`src/rtl/mips_prog_loader.sv`:
```
// Boot-time program loader: receives a framed byte stream, assembles
// big-endian 32-bit words, writes them from address 0 upward and, once the
// trailing XOR checksum matches, releases the MIPS core with a start pulse.
module mips_prog_loader #(
    parameter int          ADDR_W    = 10,
    parameter logic [7:0]  SYNC_BYTE = 8'hA5
) (
    input  logic              clk,
    input  logic              rst_n,
    input  logic [7:0]        in_byte,
    input  logic              in_valid,
    output logic              in_ready,
    output logic              mem_we,
    output logic [ADDR_W-1:0] mem_addr,
    output logic [31:0]       mem_wdata,
    output logic              cpu_hold,
    output logic              cpu_start,
    output logic              done,
    output logic              err,
    output logic [ADDR_W:0]   words_loaded
);

    localparam logic [2:0] S_IDLE   = 3'd0;
    localparam logic [2:0] S_CNT_HI = 3'd1;
    localparam logic [2:0] S_CNT_LO = 3'd2;
    localparam logic [2:0] S_DATA   = 3'd3;
    localparam logic [2:0] S_CHK    = 3'd4;
    localparam logic [2:0] S_START  = 3'd5;
    localparam logic [2:0] S_DONE   = 3'd6;
    localparam logic [2:0] S_ERR    = 3'd7;

    // Largest legal word count: the whole memory.
    localparam logic [16:0] MAX_CNT = 17'd1 << ADDR_W;

    logic [2:0]      state, next_state;
    logic [7:0]      cnt_hi;
    logic [15:0]     count;
    logic [1:0]      byte_idx;
    logic [ADDR_W:0] word_idx;
    logic [ADDR_W:0] word_next;
    logic [23:0]     shift;
    logic [7:0]      chk;
    logic            accept;
    logic [15:0]     cnt_full;
    logic            is_sync;
    logic            last_word;

    assign accept    = in_valid & in_ready;
    assign cnt_full  = {cnt_hi, in_byte};
    assign is_sync   = (in_byte == SYNC_BYTE);
    assign word_next = word_idx + 1'b1;
    assign last_word = (word_next == count[ADDR_W:0]);

    // Processor control and status decode straight from the state; during
    // reset the state is IDLE, which yields the held/idle values.
    assign cpu_start = (state == S_START);
    assign cpu_hold  = !((state == S_START) || (state == S_DONE));
    assign done      = (state == S_DONE);
    assign err       = (state == S_ERR);

    // Frame-parsing next-state logic.
    always_comb begin
        next_state = state;
        case (state)
            S_IDLE:   if (accept && is_sync) next_state = S_CNT_HI;
            S_CNT_HI: if (accept) next_state = S_CNT_LO;
            S_CNT_LO: if (accept) begin
                          if ({1'b0, cnt_full} > MAX_CNT) next_state = S_ERR;
                          else if (cnt_full == 16'd0)     next_state = S_CHK;
                          else                            next_state = S_DATA;
                      end
            S_DATA:   if (accept && byte_idx == 2'd3 && last_word) next_state = S_CHK;
            S_CHK:    if (accept) next_state = (in_byte == chk) ? S_START : S_ERR;
            S_START:  next_state = S_DONE;
            S_DONE:   next_state = S_DONE;
            S_ERR:    if (accept && is_sync) next_state = S_CNT_HI;
            default:  next_state = S_IDLE;
        endcase
    end

    // State register; in_ready is registered so it rises one edge after reset.
    always_ff @(posedge clk or negedge rst_n) begin
        if (!rst_n) begin
            state    <= S_IDLE;
            in_ready <= 1'b0;
        end else begin
            state    <= next_state;
            in_ready <= !((next_state == S_START) || (next_state == S_DONE));
        end
    end

    // Datapath: count capture, word assembly, checksum and memory write.
    always_ff @(posedge clk or negedge rst_n) begin
        if (!rst_n) begin
            cnt_hi       <= '0;
            count        <= '0;
            byte_idx     <= '0;
            word_idx     <= '0;
            shift        <= '0;
            chk          <= '0;
            mem_we       <= 1'b0;
            mem_addr     <= '0;
            mem_wdata    <= '0;
            words_loaded <= '0;
        end else begin
            mem_we <= 1'b0;
            if (accept) begin
                case (state)
                    S_IDLE, S_ERR: if (is_sync) words_loaded <= '0;
                    S_CNT_HI: cnt_hi <= in_byte;
                    S_CNT_LO: begin
                        count    <= cnt_full;
                        byte_idx <= '0;
                        word_idx <= '0;
                        chk      <= '0;
                    end
                    S_DATA: begin
                        chk      <= chk ^ in_byte;
                        shift    <= {shift[15:0], in_byte};
                        byte_idx <= byte_idx + 1'b1;
                        if (byte_idx == 2'd3) begin
                            mem_we       <= 1'b1;
                            mem_addr     <= word_idx[ADDR_W-1:0];
                            mem_wdata    <= {shift, in_byte};
                            words_loaded <= words_loaded + 1'b1;
                            word_idx     <= word_next;
                        end
                    end
                    default: ;
                endcase
            end
        end
    end

endmodule

```
`config.mk`:
```
export PLATFORM = sky130hd
export DESIGN_NAME = mips_prog_loader
export DESIGN_NICKNAME = d
export VERILOG_FILES = /design/src/rtl/mips_prog_loader.sv
export SDC_FILE = /design/constraint.sdc
export NUM_CORES = 1
export LEC_CHECK = 0
export ABC_AREA = 1
export ABC_CLOCK_PERIOD_IN_PS = 1690
export BUFFER_PORTS_ARGS = -buffer_cell sky130_fd_sc_hd__buf_2
export CORE_ASPECT_RATIO = 1.1
export CORE_MARGIN = 3
export CORE_UTILIZATION = 36
export CTS_BUF_LIST = sky130_fd_sc_hd__clkbuf_8 sky130_fd_sc_hd__clkbuf_16
export DETAILED_ROUTE_END_ITERATION = 16
export PLACE_DENSITY = 0.66
export SLEW_MARGIN = 10
export SYNTH_ARGS = -nofsm -noshare
export SYNTH_HDL_FRONTEND = slang
export SYNTH_SLANG_ARGS = --single-unit
```
`constraint.sdc`:
```
create_clock -name clk -period 1.69 [get_ports clk]
set_input_delay 0.169 -clock clk [delete_from_list [all_inputs] [get_ports clk]]
set_output_delay 0.169 -clock clk [all_outputs]
set_load 0.005 [all_outputs]
```
==> flow_metrics.env <==
export IMPL_dr_total_vias=4801
export IMPL_setup_tns_ns=-0.5069
export IMPL_worstHoldStart="in_byte[4]"
export IMPL_drtIter0Drc=348
export IMPL_coreArea_um2=14730
export IMPL_drv_slew=0
export IMPL_wl_per_cell_um=13.65
export IMPL_areaGrowthSynthToFinish_pct=35.34
export IMPL_syn_nets=662
export IMPL_die_width_um=124.3
export IMPL_timing_fmax_ghz=0.5358
export IMPL_cp_required_ns=2.00
export IMPL_ir_worst_vdd_uv=684.0
export IMPL_clk_latency_ns=0.42
export IMPL_p_per_area_nw_per_um2=1551
export IMPL_worstPathMaxFanout=5
export IMPL_synth_distinct_cells=34
export IMPL_worstMarginPinSlew_ns=0.3546
export IMPL_synthCells=648
export IMPL_grt_max_degree=57
export IMPL_synth_area_per_cell_um2=8.550
export IMPL_ant_nets=0
export IMPL_worstPathArrival_ns=2.17
export IMPL_grt_ovfl_total=0
export IMPL_syn_area_um2=5540
export IMPL_r2r_start="word_idx[0]"
export IMPL_relSlewSlack_pct=76.36
export IMPL_port_buffers=69
export IMPL_p_total_mw=11.63
export IMPL_clk_pin_slew_ns=0.06
export IMPL_cts_buffer_depth=2
export IMPL_finalClockSkew_ns=0.004777
export IMPL_grt_pass1_wl_um=23130
export IMPL_clock_sinks=122
export IMPL_drt_wl_total_um=13770
export IMPL_yosysWarnings=0
export IMPL_hold_viol_final=0
export IMPL_gr_usage_all_layers_pct=17.06
export IMPL_vias_per_cell=4.758
export IMPL_cts_max_level=4
export IMPL_hp_class="in2reg"
export IMPL_final_period_utilization_pct=110.4
export IMPL_insertedDiodeCount=0
export IMPL_numCtsBuffers=17
export IMPL_cap_violations=0
export IMPL_mostFrequentLayoutCell="nand2_1"
export IMPL_cts_root_buf="clkbuf_16"
export IMPL_rows=46
export IMPL_antenna_found_initial=0
export IMPL_floorplan_initialDensity_pct=37.60
export IMPL_drive_above_1_share_pct=30.48
export IMPL_rsz0062_at_grt="true"
export IMPL_fin_crit_ns=1.867
export IMPL_seq_area_frac_synth_pct=55.10
export IMPL_finalWorstSetupSlack_ns=-0.1765
export IMPL_die_area_um2=16920
export IMPL_critPathLaunchType="flop"
export IMPL_die_y_um=136.1
export IMPL_hpwl_um=9646
export IMPL_p_leak_nw=3.797
export IMPL_cts_tree="done"
export IMPL_crit_start="word_idx[0]"
export IMPL_criticalPathCategory="reg2reg"
export IMPL_nNetsFinal=818
export IMPL_ys_ff_latch=122
export IMPL_most_common_layout_cells="185 x nand2_1, 118 x dfrtp_1, 93 x o21ai_0, 83 x buf_4, 68 x buf_2"
export IMPL_gp_congestion=0.8405
export IMPL_first_global_vias=4810
export IMPL_end_kind="flop"
export IMPL_violations="negative setup slack"
export IMPL_io_pin_count=70
export IMPL_outcome="complete, but fails checks"
export IMPL_drc=0
export IMPL_setup_viol=5
export IMPL_drtPass1Iterations=5
-- registers in the layout, summed over array words and instances, names as in the netlist --
signal	cells
mem_addr	10
word_idx	11
chk	8
byte_idx	2
cnt_hi	8
count	11
in_ready	1
shift	24
mem_we	1
mem_wdata	32
words_loaded	11
state	3
-- worst max-delay path, cell delays in order (launching register included) --
cell and delay (ns):
dfrtp_2 0.44, ha_4 0.29, xnor2_2 0.10, nand3_1 0.08, nor2_1 0.09, nand3_1 0.09
nor2_1 0.13, nand3_2 0.11, o21bai_4 0.19, nand2_1 0.08, nand3_1 0.09, nand3_1 0.06
-- per-layer routing --
layer	vias to the layer above	global-route usage (%)	wire length, um
met5	-	0	0
met3	19	4.558	546
met1	2302	21.56	6158
met2	79	28.28	6824
met4	0	6.395	244
li1	2401	-	-
-- report_power, final --
part           internal, mW  total [mW]  switching (mW)
Clock                  2.36        3.72            1.36
Sequential             3.80        4.42           0.626
Combinational          1.55        3.48            1.93
-- path summary, 6_finish.rpt --
check                                end  slack, ns  depth (start not counted)
min in group asynchronous  mem_wdata[12]       0.18                          2
hold reg to reg            mem_wdata[28]       0.47                          2
hold / removal                  shift[4]        0.1                          4
max in group asynchronous       state[2]       0.90                          3
setup / recovery                in_ready      -0.18                         11
setup reg to reg                in_ready      -0.18                         11
-- Yosys cell counts, drive strengths merged --
cell / instances / area, um^2
a21boi: 2 / 15.01
a21oi: 9 / 45.04
a22o: 3 / 26.28
and3b: 1 / 8.760
buf: 9 / 62.55
clkbuf: 12 / 45.04
dfrtp: 122 / 3053
ha: 3 / 37.54
inv: 71 / 266.5
nand2: 197 / 744.5
nand3: 34 / 180.2
nand3b: 3 / 22.52
nand4: 9 / 56.30
nor2: 45 / 213.9
nor3: 6 / 52.55
nor4: 2 / 12.51
o21ai: 96 / 480.5
o21bai: 4 / 37.53
o22ai: 4 / 43.80
o31ai: 3 / 22.52
xnor2: 7 / 61.31
xor2: 6 / 52.55
-- final cells by class --
| cell class | count | area [um^2] |
|---|---|---|
| repair buffers | 158 | 1067 |
| inverters | 71 | 266.5 |
| clock inverters | 14 | 170.2 |
| well taps | 192 | 240.2 |
| flip-flops and latches | 122 | 3058 |
| clock buffers | 18 | 439.2 |
| multi-input cells | 434 | 2257 |
| fillers | 1428 | 7236 |
-- per-stage QoR --
stage	setup WS (ns)	hold slack (ns)	area, um^2	instances	util (%)
2_1_floorplan	-0.008442	-0.1266	5553	648	-
3_3_place_gp	-0.1623	0.07018	6664	967	45.23
3_5_place_dp	-0.1895	0.07417	6664	967	45.23
4_1_cts	-0.1439	0.08690	7357	1003	49.93
5_1_grt	-0.3077	0.1127	7498	1009	50.89
6_report	-0.1765	0.09839	7498	1009	50.89
-- what timing repair did --
item                       CTS  global route
hold endpoints to repair   122             0
setup endpoints to repair   10            28
gates resized for setup     15            36
pin swaps                    7            14
setup buffers                3             7
hold buffers                 1             0
-- logic make-up (layout without fill, tap and decap cells) --
logic type | after synthesis | count (layout) | share of synthesized area, %
AOI/OAI and AO/OA | 121 | 121 | 12.10
xor gates and xnor gates | 13 | 13 | 2.055
DFF | 122 | 122 | 55.10
adders and majority gates | 3 | 3 | 0.6776
and+or+nand+nor | 297 | 297 | 23.31
buffers and inverters | 92 | 261 | 6.752
No activity file was read; power rests on OpenSTA's default activity.
